## src/rtl/pin_tx.sv

```systemverilog
// Serial pin transmitter: byte FIFO feeding a start/8N/stop framer.
// Every start bit is preceded by GAP_BITS*BAUD idle-high cycles.
module pin_tx #(
  parameter int BAUD       = 3,
  parameter int GAP_BITS   = 10,
  parameter int FIFO_DEPTH = 4
) (
  input  logic       clk,
  input  logic       rst,
  input  logic [7:0] dato,
  input  logic       load,
  output logic       ready,
  output logic       tx,
  output logic       busy,
  output logic       data_sent
);

  localparam int GAP_LEN = GAP_BITS * BAUD;
  localparam int BAUD_W  = $clog2(BAUD);
  localparam int GAP_W   = $clog2(GAP_LEN + 1);
  localparam int PTR_W   = $clog2(FIFO_DEPTH);
  localparam int CNT_W   = PTR_W + 1;

  localparam logic [BAUD_W-1:0] BAUD_LAST = BAUD_W'(BAUD - 1);
  localparam logic [GAP_W-1:0]  GAP_LAST  = GAP_W'(GAP_LEN - 1);
  localparam logic [GAP_W-1:0]  GAP_FULL  = GAP_W'(GAP_LEN);
  localparam logic [CNT_W-1:0]  DEPTH_C   = CNT_W'(FIFO_DEPTH);

  typedef enum logic [1:0] {IDLE, START, DATA, STOP} state_t;

  state_t            state_q, state_d;
  logic [BAUD_W-1:0] baud_q, baud_d;
  logic [GAP_W-1:0]  gap_q, gap_d;
  logic [3:0]        idx_q, idx_d;
  logic [7:0]        shift_q, shift_d;
  logic              tx_q, tx_d;
  logic              ready_q, ready_d;
  logic              busy_q, busy_d;
  logic              data_sent_q, data_sent_d;
  logic [PTR_W-1:0]  wr_ptr_q, wr_ptr_d;
  logic [PTR_W-1:0]  rd_ptr_q, rd_ptr_d;
  logic [CNT_W-1:0]  count_q, count_d;
  logic              push, pop;
  logic [2:0]        nxt_bit;

  logic [7:0] fifo_mem [FIFO_DEPTH];

  // Storage is not reset: an empty FIFO is defined purely by the pointers/count.
  always_ff @(posedge clk) begin
    if (push) begin
      fifo_mem[wr_ptr_q] <= dato;
    end
  end

  always_comb begin
    state_d     = state_q;
    baud_d      = baud_q;
    gap_d       = gap_q;
    idx_d       = idx_q;
    shift_d     = shift_q;
    tx_d        = tx_q;
    data_sent_d = 1'b0;
    wr_ptr_d    = wr_ptr_q;
    rd_ptr_d    = rd_ptr_q;
    count_d     = count_q;
    pop         = 1'b0;
    push        = load && ready_q;
    nxt_bit     = idx_q[2:0] + 3'd1;

    case (state_q)
      IDLE: begin
        tx_d = 1'b1;
        if (gap_q != GAP_FULL) begin
          gap_d = gap_q + GAP_W'(1);
        end
        // Launch on the edge that completes the L-th idle cycle.
        if (gap_q >= GAP_LAST && count_q != '0) begin
          pop     = 1'b1;
          shift_d = fifo_mem[rd_ptr_q];
          tx_d    = 1'b0;
          baud_d  = '0;
          state_d = START;
        end
      end
      START: begin
        if (baud_q == BAUD_LAST) begin
          baud_d  = '0;
          idx_d   = '0;
          tx_d    = shift_q[0];
          state_d = DATA;
        end else begin
          baud_d = baud_q + BAUD_W'(1);
        end
      end
      DATA: begin
        if (baud_q == BAUD_LAST) begin
          baud_d = '0;
          if (idx_q == 4'd7) begin
            tx_d    = 1'b1;
            state_d = STOP;
          end else begin
            idx_d = {1'b0, nxt_bit};
            tx_d  = shift_q[nxt_bit];
          end
        end else begin
          baud_d = baud_q + BAUD_W'(1);
        end
      end
      STOP: begin
        if (baud_q == BAUD_LAST) begin
          baud_d      = '0;
          gap_d       = '0;
          data_sent_d = 1'b1;
          state_d     = IDLE;
        end else begin
          baud_d = baud_q + BAUD_W'(1);
        end
      end
      default: state_d = IDLE;
    endcase

    if (push) begin
      wr_ptr_d = wr_ptr_q + PTR_W'(1);
    end
    if (pop) begin
      rd_ptr_d = rd_ptr_q + PTR_W'(1);
    end
    case ({push, pop})
      2'b10:   count_d = count_q + CNT_W'(1);
      2'b01:   count_d = count_q - CNT_W'(1);
      default: count_d = count_q;
    endcase

    ready_d = (count_d != DEPTH_C);
    // data_sent_d keeps busy high through the pulse cycle so it drops one cycle later.
    busy_d  = (state_d != IDLE) || (count_d != '0) || data_sent_d;
  end

  always_ff @(posedge clk or posedge rst) begin
    if (rst) begin
      state_q     <= IDLE;
      baud_q      <= '0;
      gap_q       <= '0;
      idx_q       <= '0;
      shift_q     <= '0;
      tx_q        <= 1'b1;
      ready_q     <= 1'b1;
      busy_q      <= 1'b0;
      data_sent_q <= 1'b0;
      wr_ptr_q    <= '0;
      rd_ptr_q    <= '0;
      count_q     <= '0;
    end else begin
      state_q     <= state_d;
      baud_q      <= baud_d;
      gap_q       <= gap_d;
      idx_q       <= idx_d;
      shift_q     <= shift_d;
      tx_q        <= tx_d;
      ready_q     <= ready_d;
      busy_q      <= busy_d;
      data_sent_q <= data_sent_d;
      wr_ptr_q    <= wr_ptr_d;
      rd_ptr_q    <= rd_ptr_d;
      count_q     <= count_d;
    end
  end

  assign ready     = ready_q;
  assign tx        = tx_q;
  assign busy      = busy_q;
  assign data_sent = data_sent_q;

endmodule
```

## config.mk

```make
export PLATFORM = sky130hd
export DESIGN_NAME = pin_tx
export DESIGN_NICKNAME = d
export VERILOG_FILES = /design/src/rtl/pin_tx.sv
export SDC_FILE = /design/constraint.sdc
export NUM_CORES = 1
export LEC_CHECK = 0
export ABC_AREA = 1
export BUFFER_PORTS_ARGS = -buffer_cell sky130_fd_sc_hd__buf_4
export CELL_PAD_IN_SITES_DETAIL_PLACEMENT = 1
export CELL_PAD_IN_SITES_GLOBAL_PLACEMENT = 1
export CORE_MARGIN = 3
export CORE_UTILIZATION = 43
export CTS_CLUSTER_DIAMETER = 80
export DETAILED_ROUTE_END_ITERATION = 8
export GPL_TIMING_DRIVEN = 0
export PLACE_DENSITY = 0.76
export SLEW_MARGIN = 0
export SYNTH_ARGS = -nofsm -noshare
export SYNTH_HDL_FRONTEND = slang
export SYNTH_SLANG_ARGS = --single-unit
```

## constraint.sdc

```tcl
create_clock -name clk -period 2.7 [get_ports clk]
set_clock_uncertainty 0.2 [all_clocks]
set_input_delay 0.54 -clock clk [delete_from_list [all_inputs] [get_ports clk]]
set_output_delay 0.54 -clock clk [all_outputs]
set_load 0.01 [all_outputs]
```

======== Word-level counts from Yosys, hierarchy flattened ========
Memories as Yosys holds them, arrays and structs flattened. A register that Yosys moved wholly into a read port is not among the register bits.
Index checks and enable logic that the tools add are counted.
cells by class
  order comparisons ....................... 2
  equal/unequal tests ..................... 15
  $add $sub $neg .......................... 7
  muxes and demuxes ....................... 30
  reductions and logical operators ........ 16
operator list
  cell                 count
  $mux 2               7
  $mux 4               3
  $ne 2x2->1 const B   6
  $mux 1               11
  $mux 5               2
  $pmux 5 s2           1
  $reduce_bool 3->1    3
  $eq 2x2->1 const B   4
  $pmux 2 s4           1
  $pmux 4 s2           1
  $add 2x1->2 const B  3
  $add 3x1->3 const B  2
  $pmux 3 s2           1
  $reduce_and 3->1     2
  $reduce_bool 2->1    3
  $add 5x1->5 const B  1
  $ge 5x5->1 const B   1
  $ne 5x5->1 const B   1
  $eq 2x1->1 const B   2
  $eq 4x3->1 const B   1
  $lt 3x4->1 const B   1
  $pmux 2 s2           1
  $reduce_and 4->1     1
  $bmux 1 s3           1
  other kinds (8)      10
word-level totals
  logic and storage cells ................. 82
  output and inout bits ................... 4
  bits in registers ....................... 24
  input port bits ......................... 11
  memory bits (writable) .................. 32
  memories ................................ 1
memory list
  memory    words  bits a word  read ports  clocked after Yosys merged registers in  wr ports  line  source
  fifo_mem  4      8            1           1                                        1         46    logic [7:0] fifo_mem [FIFO_DEPTH];

======== Longest topological paths before layout ========
  depth after elaboration ................. 9
  depth in mapped cells ................... 16
  depth with buffers taken out ............ 15

======== Worst setup path before layout ========
Ideal clock, no wire load.
  kind .................................... register to register
  start ................................... register state_q[0]
  end ..................................... register busy_q (netlist: busy)
  buffers on the path ..................... 1
  arrival ................................. 2.267 ns
  period minus slack after synthesis ...... 2.599 ns
  library setup time ...................... 0.132 ns
  cell stages (with the launch flop) ...... 14
  setup slack ............................. 0.101 ns
  data required time ...................... 2.368 ns
  cell sequence ........................... dfrtp_1 inv_1 ha_1 inv_1 nor2_8 buf_12 ha_1 inv_1 fa_1 o21ai_0 nor2_1 o21ai_0 nor2_1 nand3_1
between the ends
  word-level cells in the longest chain between the ends .. 7
  elaborated cells between the ends (all ways) .. 19
  those cells by class .................... eq/ne (5); mux (9); reduce/logical (5)
ends and longest elaborated chain
  element                                   line  source
  start: declaration                        31    state_t state_q, state_d;
  start signal: assignment                  154   state_q <= state_d;
  $logic_not 2->1 *                         70    case (state_q)
  $mux 1 *                                  70
  net pop                                   43    logic push, pop;
  $eq 2x1->1 or $eq 2x2->1 (tied branches)  128   case ({push, pop})
  $pmux 3 s2 *                              128
  net count_d[1]                            42    logic [CNT_W-1:0] count_q, count_d;
  $reduce_bool 3->1 *                       136   busy_d = (state_d != IDLE) || (count_d != '0) || data_sent_d;
  $logic_or 1x1->1 * (2 in a row)           136
  net busy_d                                38    logic busy_q, busy_d;
  end signal: assignment                    161   busy_q <= busy_d;
  end: declaration                          38
The timed path passes the listed nets; every way through them passes the cells marked *.
A chain may end at the register's enable or synchronous reset.

======== Worst setup path after layout ========
  start ................................... register gap_q[1]
  end ..................................... register busy_q (netlist: busy)
between the ends
  word-level cells in the longest chain between the ends .. 9
  elaborated cells between the ends (all ways) .. 13
  those cells by class .................... order compare (1); eq/ne (2); mux (5); reduce/logical (5)
ends and longest elaborated chain
  element                                   line  source
  start: declaration                        33    logic [GAP_W-1:0] gap_q, gap_d;
  start signal: assignment                  156   gap_q <= gap_d;
  $ge 5x5->1 *                              77    if (gap_q >= GAP_LAST && count_q != '0) begin
  $logic_and 1x1->1 *                       77
  $mux 1 *                                  77
  $mux 1 *                                  70
  $eq 2x1->1 or $eq 2x2->1 (tied branches)  128
  $pmux 3 s2 *                              128
  net count_d[1]                            42
  $reduce_bool 3->1 *                       136
  $logic_or 1x1->1 * (2 in a row)           136
  net busy_d                                38
Marks and branches as above.

==> metrics.yaml <==
antenna_found_initial: 0
synth_cells: 286
diodes: 0
grt_max_degree: 32
finalCriticalPeriod_ps: 2610
cts.sinks: 63
grt-ovfl-total: 0
num-fill-cells: 725
tns_ps: 0
areaGrowthSynthToFinish_pct: 16.9
p_per_area_mw_per_mm2: 673
drt_wl_total_mm: 6.07
peakVddDrop_mv: 0.489
cp_slowest_cell: "fa_1"
io_buffers: 14
insertion_delay_ps: 340
vias: 2010
synth_nets: 312
ys_warn_count: 0
cts-root-buf: "clkbuf_8"
dp_slack_ps: -347
synth.top_cell.area_share: 0.329
drtAntennaViolNets: 0
vias_per_cell: 5.00
cp_num_buf_inv: 2
start_kind: "flop"
tightest_slew_ps: 787
finalMaxSlewViolations: 0
synthTopCellsByArea: "edfxtp_1 33%, dfrtp_1 25%, nor2_1 7.2%"
cpMostUsedCell: "nor2_1"
fin_nets: 346
dieArea_mm2: 0.00781
grt_pass1_vias: 2135
hpwl_mm: 4.18
wl_per_cell_um: 15.1
grt_pass1_wl_mm: 10.3
r2r_slack_ps: 90
drv_cap: 0
avgSynthCellArea_um2: 10.2
rows: 29
crit_path_max_fanout: 5
mostFrequentLayoutCells: "55 x nor2_1, 42 x nand2_1, 32 x edfxtp_1, 28 x dfrtp_1, 27 x inv_1"
worstSetupEndpointType: "flop"
critPathKind: "reg -> reg"
place_congestion: 0.722
die_y_um: 88.4
drt_iter0_drc: 59
synth.distinct_cells: 29
start_util: 0.452
ys_ff_latch: 63
grt_usage: 0.177
ios: 15
yosysTopAreaCell: "edfxtp_1"
hp-class: "in -> reg"
setup_viol: 0
ys_seq_area_frac: 0.596
crit_chain: "inv_1 -> ha_1 -> nor2_1 -> nand2_1 -> nand3_4 -> nor2_8 -> ha_4 -> inv_2 -> fa_1 -> o21ai_2 -> nor2_2 -> o21ai_1 -> nor2_1 -> nand3_1"
die_width_um: 88.4
cts_max_level: 3
setup_ws_ps: 89.1
crit_required_ps: 2710
slowest_delay_ps: 520
cts_tree: "built"
clockBufferDepth: 2
numCtsBuffers: 9
cp_top_family: "adder cells"
core_area_mm2: 0.00646
critPathArrivalTime_ps: 2620
dr.pass1.iters: 6
p_leak_nw: 1.51
final_common_cell: "nor2_1"
fmax_ghz: 0.383
status: "finished, final reports clean"
hold_viol_final: 0
synth_area_mm2: 0.00292
period_share: 0.967
max_slew_margin: 0.473
path_clk_slew_ps: 70
drive_gt1_frac: 0.178
drcViolationCount: 0
[worst reg2reg max path, stage by stage (launching register included)]
cell	delay (ps)
dfrtp_2	420
inv_1	60
ha_1	130
nor2_1	40
nand2_1	80
nand3_4	100
nor2_8	150
ha_4	150
inv_2	40
fa_1	520
o21ai_2	70
nor2_2	180
o21ai_1	110
nor2_1	150
nand3_1	100
[synthesized netlist by cell type (all sizes together)]
library cell,number
a21oi,2
a31oi,8
buf,4
clkbuf,1
clkinv,1
dfrtp,29
dfstp,2
edfxtp,32
fa,1
ha,14
inv,31
nand2,43
nand3,17
nand3b,1
nand4,1
nor2,58
nor3,1
o21ai,29
o22ai,2
o31ai,2
xnor2,2
xor2,5
[state kept, by name, summed over array words and instances, names as in the netlist]
name       cells
baud_q         2
busy           1
count_q        3
data_sent      1
fifo_mem      32
gap_q          5
idx_q          3
rd_ptr_q       2
ready          1
shift_q        8
state_q        2
tx             1
wr_ptr_q       2
[worst paths after layout]
kind / startpoint / endpoint / cells after the start
worst max-delay path: gap_q[1] / busy / 14
worst min-delay path: dato[7] / fifo_mem[0][7] / 1
worst max register to register: gap_q[1] / busy / 14
worst min register to register: tx / tx / 2
max in group asynchronous: rst / ready / 4
min in group asynchronous: rst / gap_q[0] / 3
[through the flow]
step | util | instances | cell area (um2) | hold slack (ps) | power [mW]
after detailed placement | 0.483 | 377 | 3120 | 263 | 1.53
final | 0.528 | 402 | 3410 | 198 | 2.30
after CTS | 0.520 | 400 | 3360 | 178 | 2.28
after global placement | 0.483 | 377 | 3120 | 260 | 1.52
after floorplan | - | 286 | 2920 | 266 | 1.42
after global routing | 0.528 | 402 | 3410 | 183 | 2.42
[metal layers]
layer  part of all wire  vias up  GRT usage  wire, um
met2               0.51       18      0.301      3090
li1                   -     1019          -         -
met4              0.014        0     0.0577        84
met1               0.45      967      0.218      2750
met3              0.023        6     0.0475       142
met5                  0        -          0         0
[kinds of logic (layout without fill, tap and decap cells)]
logic type / Yosys count / after routing / share of synthesized area
DFF: 63 / 63 / 0.596
AOI/OAI and AO/OA: 43 / 43 / 0.0798
adders and majority gates: 15 / 15 / 0.0669
and+or+nand+nor: 121 / 121 / 0.179
xor gates and xnor gates: 7 / 7 / 0.0236
buffers and inverters: 37 / 76 / 0.0545
[report_power, final]
group          switching (mW)  leakage, nW  internal, mW
registers              0.0429        0.638          1.16
clock network           0.388       0.0894         0.334
logic                   0.240        0.781         0.136
[final cells by class]
type | instances | area, um2 | area share
repair buffers | 24 | 203 | 0.0595
well taps | 77 | 96.3 | 0.0283
clock buffers | 9 | 124 | 0.0363
flip-flops and latches | 63 | 1740 | 0.511
inverters | 32 | 120 | 0.0352
multi-input cells | 186 | 1060 | 0.310
clock inverters | 7 | 48.8 | 0.0143
plain buffers | 4 | 18.8 | 0.00551
[what timing repair did]
item / 4_1_cts / 5_1_grt
pin swaps: 4 / 6
gates resized for setup: 7 / 6
buffers inserted: 7 / 1
setup endpoints to repair: 3 / 2
hold buffers: 0 / 1
endpoints found under the hold margin: 0 / 9
Note: power is estimated with default switching activity, not from simulation.
